===== config.mk =====
export PLATFORM = sky130hd
export DESIGN_NAME = rom_arbiter
export DESIGN_NICKNAME = d
export VERILOG_FILES = /design/src/rtl/rom_arbiter.sv
export SDC_FILE = /design/constraint.sdc
export NUM_CORES = 1
export LEC_CHECK = 0
export ABC_AREA = 1
export BUFFER_PORTS_ARGS = -buffer_cell sky130_fd_sc_hd__buf_4
export CAP_MARGIN = 20
export CORE_ASPECT_RATIO = 1.25
export CORE_MARGIN = 2
export CORE_UTILIZATION = 48
export CTS_CLUSTER_SIZE = 40
export DETAILED_ROUTE_END_ITERATION = 10
export GPL_ROUTABILITY_DRIVEN = 0
export PLACE_DENSITY = 0.83
export REMOVE_ABC_BUFFERS = 1
export SLEW_MARGIN = 20
export SYNTH_ARGS = -nofsm -noshare
export SYNTH_HDL_FRONTEND = slang
export SYNTH_SLANG_ARGS = --single-unit

===== constraint.sdc =====
create_clock -name clk_i -period 4 [get_ports clk_i]
set_input_delay 0.2 -clock clk_i [delete_from_list [all_inputs] [get_ports clk_i]]
set_output_delay 0.2 -clock clk_i [all_outputs]
set_load 0.05 [all_outputs]

===== src/rtl/rom_arbiter.sv =====
// rom_arbiter: round-robin sharing of one synchronous single-port ROM
// (registered output, 1-cycle read latency) among NUM_REQ requesters.
// A grant in cycle N drives the ROM address at N+1 and returns the data
// with a one-hot rvalid strobe at N+2.
//
// Handshake (req/gnt): requester k asserts req_i[k] together with its address
// slice and holds both stable until it sees gnt_o[k]=1 in the same cycle; the
// transfer happens on that cycle's rising edge, after which the requester may
// change its address or drop req. Ungranted requests are never latched here,
// and rvalid_o/rdata_o carry no back-pressure (the requester must accept them).
module rom_arbiter #(
  parameter int NUM_REQ       = 4,
  parameter int ADDRESS_WIDTH = 5,
  parameter int DATA_WIDTH    = 5
) (
  input  logic                             clk_i,
  input  logic                             reset_i,
  input  logic [NUM_REQ-1:0]               req_i,
  input  logic [NUM_REQ*ADDRESS_WIDTH-1:0] addr_i,
  output logic [NUM_REQ-1:0]               gnt_o,
  output logic [NUM_REQ-1:0]               rvalid_o,
  output logic [DATA_WIDTH-1:0]            rdata_o,
  output logic [ADDRESS_WIDTH-1:0]         rom_addr_o,
  input  logic [DATA_WIDTH-1:0]            rom_q_i,
  output logic                             busy_o
);

  localparam int PTR_W = (NUM_REQ > 1) ? $clog2(NUM_REQ) : 1;

  // Round-robin pointer and the two-stage tag pipeline that follows each read.
  logic [PTR_W-1:0]         r_ptr;
  logic [ADDRESS_WIDTH-1:0] r_rom_addr;
  logic                     r_s1_valid;
  logic [PTR_W-1:0]         r_s1_idx;
  logic [NUM_REQ-1:0]       r_rvalid;

  logic                     w_any;
  logic [PTR_W:0]           w_sum;
  logic [PTR_W-1:0]         w_idx;
  logic                     w_grant;
  logic [NUM_REQ-1:0]       w_gnt;
  logic [PTR_W-1:0]         w_ptr_next;
  logic [ADDRESS_WIDTH-1:0] w_sel_addr;
  logic [NUM_REQ-1:0]       w_s1_onehot;

  // Find the first requester at or after r_ptr, wrapping past the top index.
  always_comb begin
    w_any = 1'b0;
    w_idx = '0;
    w_sum = '0;
    for (int i = 0; i < NUM_REQ; i++) begin
      w_sum = {1'b0, r_ptr} + (PTR_W+1)'(i);
      if (w_sum >= (PTR_W+1)'(NUM_REQ)) begin
        w_sum = w_sum - (PTR_W+1)'(NUM_REQ);
      end
      if (!w_any && req_i[w_sum[PTR_W-1:0]]) begin
        w_any = 1'b1;
        w_idx = w_sum[PTR_W-1:0];
      end
    end
  end

  // Reset suppresses grants so nothing enters the pipeline while it clears.
  assign w_grant = w_any & ~reset_i;

  // One-hot grant decode and pointer advance past the winner.
  always_comb begin
    w_gnt = '0;
    if (w_grant) begin
      w_gnt[w_idx] = 1'b1;
    end
    w_ptr_next = (w_idx == PTR_W'(NUM_REQ - 1)) ? '0 : w_idx + PTR_W'(1);
  end

  // Address mux: pick the winner's slice out of the packed address bus.
  always_comb begin
    w_sel_addr = '0;
    for (int k = 0; k < NUM_REQ; k++) begin
      if (w_idx == PTR_W'(k)) begin
        w_sel_addr = addr_i[k*ADDRESS_WIDTH +: ADDRESS_WIDTH];
      end
    end
  end

  // Stage-1 tag decoded to one-hot so the stage-2 register is the strobe itself.
  always_comb begin
    w_s1_onehot = '0;
    if (r_s1_valid) begin
      w_s1_onehot[r_s1_idx] = 1'b1;
    end
  end

  // Grant registers the address and tag; the tag then follows the ROM latency.
  always_ff @(posedge clk_i) begin
    if (reset_i) begin
      r_ptr      <= '0;
      r_rom_addr <= '0;
      r_s1_valid <= 1'b0;
      r_s1_idx   <= '0;
      r_rvalid   <= '0;
    end else begin
      r_s1_valid <= w_grant;
      r_rvalid   <= w_s1_onehot;
      if (w_grant) begin
        r_rom_addr <= w_sel_addr;
        r_s1_idx   <= w_idx;
        r_ptr      <= w_ptr_next;
      end
    end
  end

  assign gnt_o      = w_gnt;
  assign rvalid_o   = r_rvalid;
  assign rdata_o    = rom_q_i;
  assign rom_addr_o = r_rom_addr;
  assign busy_o     = r_s1_valid | (|r_rvalid);

endmodule


==> results of run 1 <==
==> path summary, 6_finish.rpt <==
check | start | to | slack [ps] | depth (start not counted)
worst min-delay path | reset_i | r_ptr[1] | 80 | 2
worst max register to register | r_ptr[0] | rom_addr_o[0] | 1420 | 15
worst min register to register | r_s1_idx[0] | rvalid_o[0] | 480 | 1
worst max-delay path | r_ptr[0] | gnt_o[2] | 1280 | 13
==> Yosys cell counts, types with 3 or more instances <==
library cell | count | area, um2
buf_4 | 6 | 45.0
ha_1 | 4 | 50.1
inv_1 | 16 | 60.1
nand3_1 | 13 | 65.1
o21ai_0 | 9 | 45.0
mux2i_1 | 3 | 30.0
a21oi_1 | 12 | 60.1
nand2_4 | 3 | 33.8
nor3_1 | 5 | 25.0
nand2_2 | 9 | 56.3
dfxtp_1 | 14 | 280
nor2_1 | 10 | 37.5
nand2_1 | 38 | 143
==> metal layers <==
layer | track usage, % | vias to the layer above | share of wire [%]
met5 | 0 | - | 0
met4 | 6.30 | 0 | 1.0
met3 | 4.25 | 4 | 4.5
met2 | 37.1 | 32 | 57
met1 | 21.7 | 482 | 37
li1 | - | 551 | -
==> through the flow <==
stage / instance area (um2) / worst slack, ps / utilization, % / power [mW]
2_1_floorplan: 963 / 1480 / - / 0.967
3_3_place_gp: 1280 / 1590 / 64.6 / 1.17
3_5_place_dp: 1280 / 1430 / 64.6 / 1.19
4_1_cts: 1320 / 1260 / 66.5 / 1.29
5_1_grt: 1320 / 1040 / 66.5 / 1.41
6_report: 1320 / 1280 / 66.5 / 1.28
==> final cells by class <==
class                           count  area (um2)  area share [%]
Sequential cell                    14         280            21.3
Inverter                           21        87.6            6.65
Tap cell                           20        25.0            1.90
Timing Repair Buffer               39         293            22.2
Clock buffer                        4        36.3            2.75
Multi-Input combinational cell    110         596            45.2
==> state kept, by name, summed over array words and instances (netlist names) <==
| name | count |
|---|---|
| r_ptr | 2 |
| rom_addr_o | 5 |
| r_s1_idx | 2 |
| rvalid_o | 4 |
| r_s1_valid | 1 |
==> power by group through the flow <==
stage	registers (mW)	clock network (mW)	logic [mW]
5_1_grt	0.233	0.107	1.07
4_1_cts	0.225	0.101	0.965
3_3_place_gp	0.229	0	0.938
6_report	0.225	0.100	0.959
3_5_place_dp	0.228	0	0.959
2_1_floorplan	0.308	0	0.659
==> cell families after synthesis <==
kind of cell             Yosys count
adder cells (fa/ha/maj)            4
multiplexers                       3
buffers and inverters             28
flip-flops                        14
AND/OR/NAND/NOR                   82
AO/OA/AOI/OAI                     21
==> out/results.tsv, run 1 <==
stage	metric	value	unit
final_layout	Area growth, synth to finish	29.2	%
floorplanning	Initial Util	51.5	%
logic_synthesis	Main synth FF type	dfxtp_1	
pwr	sequential power share	17.5	%
setup_path	CP Capture Type	primary output	
route	drt wl/cell	11.2	um
logic_synthesis	Unique masters post-synth	23	
setup_path	crit-path max cell delay	550	ps
floorplanning	# rows	18	
pwr	LEAKAGE	0.699	nW
setup_path	CP required	3800	ps
floorplanning	Die Area	2510	um2
global_route	first-pass GRT wire length	3.92	mm
setup_path	CP arrival	2520	ps
clocking	post-CTS sizing	0	
floorplanning	die extent in y	55.5	um
clocking	worst-skew pair later-pin latency	280	ps
clocking	Clock transition at path regs	80	ps
setup_path	CP max-delay cell	dfxtp_1	
sta	Slew @ Worst Pin	379	ps
floorplanning	die width	45.2	um
logic_synthesis	Post-synth EDFFs	0	
sta	Slew Viols, Final	0	
final_layout	nets@finish	224	
sta	Slew HR	74.7	%
route	routed vias	1069	
clocking	Sink Count	14	
global_route	GRT overflow	0	
logic_synthesis	Post-Syn Area	1020	um2
sta	unrepaired setup endpoints after global routing	no	
setup_path	Crit Path Max Fanout	9	
hold_path	Hold Path Class	in2reg	
sta	TNS Setup	0	ps
clocking	CTS buffer count	3	
job	Max Cap Viol	0	
setup_path	crit start category	flop	
status	outcome	complete, no violations	
logic_synthesis	sequential fraction of the synthesis area	27.5	%
final_layout	Diodes inserted	0	
placement	Inst Count DP	204	
floorplanning	total I/O pin count	50	
sta	Fin. Hold Viols	0	
logic_synthesis	number of synthesized register bits	14	
logic_synthesis	share of the synthesized area in compound gates (AO/OA/AOI/OAI)	10.3	%
pwr	Sw Pwr	722	uW
route	First-pass DRT Iterations	4	
sta	Layout Skew	6.45	ps
logic_synthesis	XOR/XNOR Fraction of Synth Area	0	%
logic_synthesis	Yosys Warn Count	0	
route	WL final	2.34	mm
pwr	worst vdd ir	0.701	mV
setup_path	Worst Path Buf+Inv	5	
sta	WHS	83.2	ps
logic_synthesis	Synth Area in Adders	4.91	%
clocking	CTS tree	done	
final_layout	commonest non-fill, non-tap cell in the layout	buf_4	
pwr	P_int	562	uW
global_route	antenna violations before repair	0	
pwr	switching share of power	56.2	%
route	post-route ant nets	0	
logic_synthesis	Syn Area/Cell	6.71	um2
logic_synthesis	Post-Synthesis Cells	152	
setup_path	CP Cell Sequence	nand2_1 -> nand2_2 -> nand2_1 -> nand2_1 -> inv_1 -> nand3_4 -> clkinv_2 -> nor2_2 -> inv_1 -> ha_1 -> inv_1 -> nor2_1 -> buf_4	
global_route	GRT Overall Usage	20.2	%
clocking	Clock Root Buffer	clkbuf_4	
pwr	Gate power share	74.7	%
logic_synthesis	Async SR Flop Fraction	0	%
final_layout	Fillers	186	
clocking	hold bufs inserted after CTS	0	
pwr	Power Dens Cells	975	nW/um2
route	Vias/cell	5.14	
final_layout	Post-Layout Cell Count	208	
route	# DRC	0	
setup_path	crit-path leading delay family	simple AND/OR/NAND/NOR gates	
global_route	largest net degree at the start of global routing	11	
pwr	clock share of power	7.8	%
sta	maximum clock rate	368	MHz
sta	Period minus WS final	2720	ps
placement	dpl hpwl	1.97	mm
clocking	CTS max path bufs	2	
clocking	post-CTS setup buffers	0	
logic_synthesis	simple-gate portion of the synthesized area	40.2	%
placement	Port Buffer Count	39	
final_layout	layout cell share with drive strength beyond 1	33.0	%
setup_path	Setup CP Type	reg2out	
route	DR iter-0 viols	27	
sta	Setup violations, final	0	
sta	period utilisation layout	68.0	%
global_route	vias in the first global route	1007	
floorplanning	core area	1980	um2
clocking	Max H-tree Level	1	
final_layout	most frequent cells in the layout	buf_4 (39), nand2_1 (38), inv_1 (16)	
logic_synthesis	mux cell area share after synthesis	2.94	%
logic_synthesis	largest family of logic cells by synthesized area	simple AND/OR/NAND/NOR gates	
No activity file was read; power rests on OpenSTA's default activity.
==> run 2, diff against run 1 <==
CORE_UTILIZATION = 45   (was 48)
PLACE_DENSITY = 0.79   (was 0.83)
clock period = 2.75 ns   (was 4 ns; I/O delays follow)
==> run 2 against run 1 <==
  * Clock power is 46% higher
  * Combinational power is 48% higher
  * Via count is 1.9% higher
  * Clock-buffer cell count is the same
  * Sequential share of layout area is 0.19 points lower
  * Hold slack got worse by 66 ps
  * Cell count grew 5.3%
  * Design area up 1.3%
  * Register-to-register slack got worse by 1100 ps
  * Non-clock buffer count is the same
==> out/results.tsv, run 2 (same netlist as run 1, synthesis figures left out) <==
stage	metric	value	unit
setup_path	crit-path leading delay family	simple AND/OR/NAND/NOR gates	
route	DR iter-0 viols	18	
pwr	worst vdd ir	0.825	mV
final_layout	Fillers	210	
floorplanning	die width	46.6	um
job	Max Cap Viol	0	
hold_path	Hold Path Class	in2reg	
floorplanning	die extent in y	57.2	um
final_layout	Reg area	282	um2
status	outcome	complete, no violations	
setup_path	FF-to-FF path depth	15	
route	Vias/cell	4.97	
clocking	post-CTS setup buffers	0	
final_layout	Multi-input gate area	598	um2
global_route	GRT overflow	0	
sta	Layout Skew	3.02	ps
setup_path	R2R setup slack	290	ps
sta	Setup violations, final	0	
setup_path	CP Capture Type	primary output	
setup_path	Setup CP Type	reg2out	
hold_path	HP Start	reset_i	
setup_path	Crit Path Max Fanout	9	
sta	WHS	17.0	ps
setup_path	CP required	2610	ps
global_route	vias in the first global route	1012	
sta	period utilisation layout	92.9	%
sta	Slew @ Worst Pin	334	ps
placement	Port Buffer Count	39	
route	First-pass DRT Iterations	4	
setup_path	CP arrival	2420	ps
pwr	Power Dens Cells	1420	nW/um2
sta	unrepaired setup endpoints after global routing	no	
clocking	Max H-tree Level	1	
clocking	CTS max path bufs	2	
final_layout	Area growth, synth to finish	30.9	%
placement	DP Worst Slack	216	ps
floorplanning	core area	2160	um2
global_route	GRT Overall Usage	20.2	%
setup_path	CP Cell Sequence	inv_6 -> nand2_2 -> nand3_1 -> nand2_2 -> nor2_8 -> nand3_4 -> clkinv_2 -> nor2_2 -> inv_1 -> ha_1 -> inv_1 -> nor2_1 -> buf_4	
route	post-route ant nets	0	
setup_path	crit start category	flop	
clocking	CTS buffer count	3	
global_route	first-pass GRT wire length	4.03	mm
route	# DRC	0	
sta	maximum clock rate	392	MHz
final_layout	layout cell share with drive strength beyond 1	34.0	%
setup_path	Worst Path Buf+Inv	5	
pwr	LEAKAGE	0.697	nW
setup_path	CP Depth	13	
setup_path	Crit Reg-Reg Endpoint	rom_addr_o[2]	
floorplanning	# rows	19	
placement	dpl hpwl	2.05	mm
route	routed vias	1089	
sta	Slew Viols, Final	0	
route	WL final	2.46	mm
final_layout	most frequent cells in the layout	buf_4 (39), nand2_1 (38), inv_1 (16)	
clocking	Clock Root Buffer	clkbuf_4	
final_layout	commonest non-fill, non-tap cell in the layout	buf_4	
floorplanning	Die Area	2670	um2
sta	Final WS setup	196	ps
final_layout	max FFs per register	5	
final_layout	nets@finish	224	
route	drt wl/cell	11.2	um
global_route	antenna violations before repair	0	
global_route	largest net degree at the start of global routing	11	
floorplanning	Initial Util	47.1	%
setup_path	worst r2r src	r_ptr[1]	
sta	TNS Setup	0	ps
clocking	hold bufs inserted after CTS	0	
clocking	worst-skew pair later-pin latency	280	ps
clocking	CTS tree	done	
clocking	Clock transition at path regs	80	ps
hold_path	Hold Path Stages	2	
sta	Slew HR	77.6	%
final_layout	Diodes inserted	0	
setup_path	CP max-delay cell	dfxtp_2	
setup_path	crit path from	r_ptr[0]	
sta	Fin. Hold Viols	0	
clocking	Sink Count	14	
floorplanning	total I/O pin count	50	
setup_path	crit-path max cell delay	460	ps
sta	Period minus WS final	2550	ps
setup_path	Setup crit end	gnt_o[2]	
[run 2: cell count changes in the layout (fill, tap and decap cells not counted)]
| cell | previous run | this run |
|---|---|---|
| dfxtp_1 | 14 | 13 |
| dfxtp_2 | 0 | 1 |
| ha_1 | 4 | 3 |
| ha_2 | 0 | 1 |
[run 2: worst min path at each step]
stage	slack (ps)	to
finish	20	r_ptr[1]
global route	10	r_ptr[1]
CTS	10	r_ptr[1]
detailed placement	280	rdata_o[0]
global placement	280	rdata_o[0]
floorplan	210	r_ptr[1]
[run 2: worst register-to-register path, stage by stage (launching register included)]
cell	delay (ps)
dfxtp_1	460
inv_2	100
nand2_1	70
nand2_1	80
nand2_2	100
nand2_4	70
nor2_8	110
nand3_4	130
clkinv_2	120
nor2_2	70
ha_1	280
nor2_1	320
nand2_1	130
a21oi_1	150
mux2i_1	90
a21oi_1	130
[run 2: power breakdown]
part | internal [mW] | switching, mW | leakage, nW
Clock | 0.0806 | 0.0656 | 0.0210
Sequential | 0.271 | 0.0609 | 0.116
Combinational | 0.472 | 0.949 | 0.560
[run 2: stage by stage]
step	instance area, um2	util [%]	power [mW]	instances
finish	1340	61.7	1.90	219
global route	1340	61.7	2.08	219
CTS	1330	61.5	1.89	219
detailed placement	1290	59.9	1.74	215
global placement	1290	59.9	1.70	215
floorplan	963	-	1.41	145
[run 2: metal layers]
metal  global-route usage, %  share of wire, %  vias up
li1                        -                 -      550
met1                    22.0                36      485
met2                    36.7                56       48
met3                    4.75               6.4        6
met4                    6.12               1.3        0
met5                       0                 0        -
[run 2: final cells by class]
| type | instances | share of cell area [%] |
|---|---|---|
| inverter | 21 | 6.56 |
| timing repair buffer | 39 | 21.9 |
| multi-input combinational | 110 | 44.8 |
| clock buffer | 4 | 2.72 |
| sequential | 14 | 21.1 |
| tap | 31 | 2.91 |
[run 2: what timing repair did]
item,CTS,global route
setup endpoints to repair,0,9
resized for setup,0,2
hold endpoints to repair,0,0
